<file path="src/rtl/img_video_pkg.sv">
// rtl/img_video_pkg.sv - pixel format encodings shared by the image unpack path
package img_video_pkg;

   localparam logic [1:0] MODE_332 = 2'd0;
   localparam logic [1:0] MODE_565 = 2'd1;
   localparam logic [1:0] MODE_888 = 2'd2;

   // Reserved mode 3 behaves as 888, so anything not 332/565 is one pixel per word.
   function automatic logic [2:0] ppw_of(input logic [1:0] mode);
      case (mode)
         MODE_332: ppw_of = 3'd4;
         MODE_565: ppw_of = 3'd2;
         default:  ppw_of = 3'd1;
      endcase
   endfunction

endpackage

</file>
<file path="src/rtl/pix_expand.sv">
// rtl/pix_expand.sv - expands a packed 8/16/24-bit pixel to RGB888 by bit replication
module pix_expand
   import img_video_pkg::*;
(
   input  logic [1:0]  mode,
   input  logic [23:0] pix,
   output logic [7:0]  red,
   output logic [7:0]  grn,
   output logic [7:0]  blu
);

   always_comb begin
      red = pix[23:16];
      grn = pix[15:8];
      blu = pix[7:0];
      case (mode)
         MODE_332: begin
            red = {pix[7:5], pix[7:5], pix[7:6]};
            grn = {pix[4:2], pix[4:2], pix[4:3]};
            blu = {4{pix[1:0]}};
         end
         MODE_565: begin
            red = {pix[15:11], pix[15:13]};
            grn = {pix[10:5], pix[10:9]};
            blu = {pix[4:0], pix[4:2]};
         end
         default: ;
      endcase
   end

endmodule

</file>
<file path="src/rtl/img_pixel_unpack.sv">
// rtl/img_pixel_unpack.sv - VGA raster timing plus FIFO word to RGB pixel unpacking
module img_pixel_unpack
   import img_video_pkg::*;
#(
   parameter int LW   = 11,
   parameter int BUSW = 32
) (
   input  logic            i_pixclk,
   input  logic            i_reset,
   input  logic            i_en,
   input  logic [1:0]      i_mode,
   input  logic [LW-1:0]   i_hm_width,
   input  logic [LW-1:0]   i_hm_porch,
   input  logic [LW-1:0]   i_hm_synch,
   input  logic [LW-1:0]   i_hm_raw,
   input  logic [LW-1:0]   i_vm_width,
   input  logic [LW-1:0]   i_vm_porch,
   input  logic [LW-1:0]   i_vm_synch,
   input  logic [LW-1:0]   i_vm_raw,
   output logic            o_rd,
   input  logic            i_valid,
   input  logic [BUSW-1:0] i_word,
   output logic            o_newframe,
   output logic            o_hsync,
   output logic            o_vsync,
   output logic [7:0]      o_red,
   output logic [7:0]      o_grn,
   output logic [7:0]      o_blu,
   output logic            o_underflow
);

   logic [LW-1:0]   hpos, vpos;
   logic [1:0]      sub, sub_inc;
   logic [BUSW-1:0] wreg, word;
   logic            frame_err;
   logic [2:0]      ppw;
   logic            h_last, active, need, nf_cond, uf_cond, show_px;
   logic [7:0]      byte_sel;
   logic [15:0]     half_sel;
   logic [23:0]     pix;
   logic [7:0]      exp_red, exp_grn, exp_blu;

   always_comb begin
      ppw      = ppw_of(i_mode);
      h_last   = (hpos == i_hm_raw - LW'(1));
      active   = i_en && (hpos < i_hm_width) && (vpos < i_vm_width);
      need     = active && (sub == 2'd0);
      o_rd     = need && i_valid && !frame_err && !i_reset;
      uf_cond  = need && !i_valid && !frame_err;
      nf_cond  = h_last && (vpos == i_vm_width - LW'(1));
      sub_inc  = (({1'b0, sub} + 3'd1) == ppw) ? 2'd0 : sub + 2'd1;
      show_px  = active && !frame_err && ((sub != 2'd0) || i_valid);
      // Pixel 0 comes straight off the FIFO head in the cycle it is popped.
      word     = (sub == 2'd0) ? i_word : wreg;
      case (sub)
         2'd0:    byte_sel = word[31:24];
         2'd1:    byte_sel = word[23:16];
         2'd2:    byte_sel = word[15:8];
         default: byte_sel = word[7:0];
      endcase
      half_sel = sub[0] ? word[15:0] : word[31:16];
      case (i_mode)
         MODE_332: pix = {16'd0, byte_sel};
         MODE_565: pix = {8'd0, half_sel};
         default:  pix = word[23:0];
      endcase
   end

   pix_expand u_expand (
      .mode (i_mode),
      .pix  (pix),
      .red  (exp_red),
      .grn  (exp_grn),
      .blu  (exp_blu)
   );

   always_ff @(posedge i_pixclk or posedge i_reset) begin
      if (i_reset) begin
         hpos        <= '0;
         vpos        <= '0;
         sub         <= 2'd0;
         wreg        <= '0;
         frame_err   <= 1'b0;
         o_hsync     <= 1'b1;
         o_vsync     <= 1'b1;
         o_red       <= 8'd0;
         o_grn       <= 8'd0;
         o_blu       <= 8'd0;
         o_underflow <= 1'b0;
         o_newframe  <= 1'b1;
      end else if (!i_en) begin
         hpos        <= '0;
         vpos        <= '0;
         sub         <= 2'd0;
         frame_err   <= 1'b0;
         o_hsync     <= 1'b1;
         o_vsync     <= 1'b1;
         o_red       <= 8'd0;
         o_grn       <= 8'd0;
         o_blu       <= 8'd0;
         o_underflow <= 1'b0;
         o_newframe  <= 1'b1;
      end else begin
         if (h_last) begin
            hpos <= '0;
            vpos <= (vpos == i_vm_raw - LW'(1)) ? '0 : vpos + LW'(1);
            sub  <= 2'd0;
         end else begin
            hpos <= hpos + LW'(1);
            if (active)
               sub <= sub_inc;
         end
         if (o_rd)
            wreg <= i_word;
         // An underflow blanks the rest of the frame until the refill point.
         frame_err   <= nf_cond ? 1'b0 : (frame_err | uf_cond);
         o_underflow <= uf_cond;
         o_newframe  <= nf_cond;
         o_hsync     <= !((hpos >= i_hm_porch) && (hpos < i_hm_synch));
         o_vsync     <= !((vpos >= i_vm_porch) && (vpos < i_vm_synch));
         o_red       <= show_px ? exp_red : 8'd0;
         o_grn       <= show_px ? exp_grn : 8'd0;
         o_blu       <= show_px ? exp_blu : 8'd0;
      end
   end

endmodule

</file>
<file path="config.mk">
export PLATFORM = sky130hd
export DESIGN_NAME = img_pixel_unpack
export DESIGN_NICKNAME = d
export VERILOG_FILES = /design/src/rtl/img_video_pkg.sv /design/src/rtl/pix_expand.sv /design/src/rtl/img_pixel_unpack.sv
export SDC_FILE = /design/constraint.sdc
export NUM_CORES = 1
export LEC_CHECK = 0
export ABC_AREA = 1
export BUFFER_PORTS_ARGS = -buffer_cell sky130_fd_sc_hd__buf_2
export CAP_MARGIN = 20
export CORE_MARGIN = 5
export CORE_UTILIZATION = 43
export CTS_CLUSTER_SIZE = 40
export DETAILED_ROUTE_END_ITERATION = 10
export PLACE_DENSITY = 0.64
export SLEW_MARGIN = 0
export SYNTH_ARGS = -nofsm -noshare
export SYNTH_HDL_FRONTEND = slang
export SYNTH_HIERARCHICAL = 1
export SYNTH_SLANG_ARGS = --single-unit
export TNS_END_PERCENT = 30
</file>
<file path="constraint.sdc">
create_clock -name i_pixclk -period 3.2 [get_ports i_pixclk]
set_input_delay 0.32 -clock i_pixclk [delete_from_list [all_inputs] [get_ports i_pixclk]]
set_output_delay 0.32 -clock i_pixclk [all_outputs]
set_load 0.005 [all_outputs]
</file>
==> impl_metrics.csv <==
group,metric,value,unit
run_status,status,"finished clean",
power,leakagePower,5.21,nW
floorplanning,die_h,145,microns
finish,diodes,0,
clocking,post_cts_buffers,0,
clocking,cts_tree,"built",
clocking,cts_resized,0,
timing,tightest_slew,810,ps
global_routing,track_usage,20.9,%
floorplanning,die_area,21000,sq um
synthesis,synth.largest_area_cell,"dfrtp_1",
placement,hpwl,17.1,mm
synthesis,ys_seq_elements,85,
synthesis,async_reset_ff_share,100,%
clocking,cts.sinks,85,
setup_path,worstPathArrival,2490,ps
job,max_cap_viol_count,0,
detailed_routing,vias,7752,
finish,syn_to_final_growth,16.4,%
finish,multiInputGateArea,4740,sq um
detailed_routing,topRoutingLayerUsed,"met4",
global_routing,overflow,0,
detailed_routing,met3_length,1.39,mm
setup_path,critPathMaxFanout,34,
synthesis,synth_edf_count,0,
detailed_routing,wl_met1,10.5,mm
global_routing,grt_pass1_wl,35.5,mm
timing,min_period_over_period,87.8,%
timing,setup_violations,0,
timing,worst_slack,390,ps
worst_hold_path,hp-class,"in -> async",
floorplanning,core_area,17900,sq um
synthesis,yosysWarnings,6,
clocking,cts_inserted_buffers,9,
finish,fin_nets,1522,
power,peakVddDrop,0.000404,V
detailed_routing,drt_iter0_markers,582,
placement,post-place-ws,609,ps
clocking,clk_pin_slew_worst_paths,60,ps
detailed_routing,postRouteAntennaNets,0,
clocking,clockBufferDepth,2,
detailed_routing,met2_length,9.36,mm
synthesis,yosysUniqueCellTypes,45,
clocking,clkLatencyLatePin,350,ps
finish,layout-drive-gt1-share,17.2,%
floorplanning,fp.dieW,145,microns
finish,fillCellCount,1829,
global_routing,antenna_found_initial,0,
setup_path,cp-start-kind,"flop",
synthesis,yosysTopAreaCellShare,26.2,%
setup_path,required,2880,ps
finish,fin_util,50.8,%
placement,place_inst,1542,
synthesis,synth_nets,1376,
clocking,hold_buffers,0,
synthesis,synth_cells,1178,
finish,area.sequential,2130,sq um
global_routing,grt_max_degree,54,
detailed_routing,drcViolationCount,0,
timing,drv_slew,0,
setup_path,worstSetupPathType,"reg -> out",
detailed_routing,wire_per_inst,13.8,microns
placement,gp_congestion,0.876,
floorplanning,start_util,43.7,%
power,powerDensity,356,nW/um^2
timing,fmax,356,MHz
synthesis,yosysSeqAreaShare,27.3,%
finish,fin_cells,1558,
detailed_routing,first_pass_iters,5,
detailed_routing,wl,21.5,mm
timing,slew_headroom,45.9,%
timing,clock_skew,10.6,ps
floorplanning,rows,49,
clocking,root_buffer,"clkbuf_16",
synthesis,netlist_area,7820,sq um
timing,rsz0062_at_grt,"no",
timing,finalHoldViolCount,0,
synthesis,syn_area_per_cell,6.64,sq um
setup_path,cp-end-kind,"output port",
synthesis,ys.flop_type,"dfrtp_1",
global_routing,first_global_vias,7197,
timing,timing.setup.tns,0,ps
clocking,cts_max_level,3,
floorplanning,ios,155,
power,p_total,3.24,mW
timing,finalCriticalPeriod,2810,ps
detailed_routing,routed_via_density,4.98,
synthesis,synth_area_leaders,"dfrtp_1, nand2_1, ha_1, inv_1, nand3_1",
placement,io_buffers,154,
worst max-delay path: stages (launching register included):
cell	delay, ps
dfrtp_1	450
ha_1	320
and3_1	210
a21oi_1	140
nand3_1	150
nor2_4	250
nand2_4	70
clkinv_2	330
buf_2	200
registers in the layout, summed over array words and instances, names as in the netlist:
name / cells
o_hsync: 1
o_grn: 8
o_red: 8
sub: 2
vpos: 11
o_underflow: 1
o_newframe: 1
o_blu: 8
o_vsync: 1
hpos: 11
frame_err: 1
wreg: 32
Yosys cell counts, types with 2 or more instances:
cell type,instances
a211oi_1,2
a21oi_1,43
buf_2,9
buf_4,2
buf_6,6
clkbuf_1,19
clkinv_1,2
dfrtp_1,82
dfstp_2,3
ha_1,72
inv_1,181
inv_2,4
nand2_1,340
nand2_2,2
nand3_1,87
nand3_2,17
nand3_4,2
nand3b_1,3
nand4_1,24
nor2_1,114
nor2_2,4
nor3_1,5
nor3b_1,2
o2111ai_1,6
o211ai_1,14
o21ai_0,52
o21ai_1,20
o21bai_1,2
o221ai_1,3
o22ai_1,8
xnor2_1,9
xor2_1,26
power breakdown:
part	total [mW]	leakage (nW)	internal (mW)	switching, mW
logic	0.913	3.95	0.336	0.577
registers	1.27	1.12	1.21	0.0578
clock network	1.06	0.150	0.648	0.412
total	3.24	5.21	2.19	1.05
through the flow:
step	hold WS, ps	area [sq um]
floorplan	380	7820
global placement	462	8800
detailed placement	465	8800
CTS	159	9100
global route	195	9100
finish	139	9100
final timing paths:
| check | startpoint | endpoint | slack (ps) | cells past startpoint |
|---|---|---|---|---|
| max | hpos[10] | o_rd | 390 | 8 |
| min | i_reset | sub[1] | 140 | 2 |
| max reg2reg | sub[0] | o_grn[2] | 790 | 13 |
| min reg2reg | frame_err | o_underflow | 480 | 1 |
| max in group asynchronous | i_reset | o_vsync | 2230 | 3 |
| min in group i_pixclk | i_word[2] | wreg[2] | 190 | 3 |
layer usage:
layer  track usage, %  vias up
met5                0        -
met4             3.78        0
met3             3.84       21
met2             32.1      202
met1             31.0     3454
li1                 -     4075
layout by cell type, fill, tap and decap left out, types with 24 or more instances in the layout:
master / Yosys / layout
buf_2: 9 / 154
ha_1: 72 / 72
dfrtp_1: 82 / 82
nand4_1: 24 / 24
o21ai_0: 52 / 52
xor2_1: 26 / 26
a21oi_1: 43 / 43
nand2_1: 340 / 340
inv_1: 181 / 180
nand3_1: 87 / 87
nor2_1: 114 / 114
cell families (layout without fill, tap and decap cells):
logic type,Yosys count,after routing,synth area share (%)
AO/OA/AOI/OAI,152,152,11.0
XOR/XNOR,35,35,3.92
adder cells (fa/ha/maj),72,72,11.5
buffers and inverters,227,378,12.1
flip-flops,85,85,27.3
AND/OR/NAND/NOR,607,607,34.1
cell type report:
class,count,area share [%]
Multi-Input combinational cell,866,52.0
Tap cell,229,3.15
Sequential cell,85,23.4
Timing Repair Buffer,173,10.2
Inverter,189,7.88
Clock inverter,3,0.481
Clock buffer,13,2.86
Power figures use the tool's default switching activity.
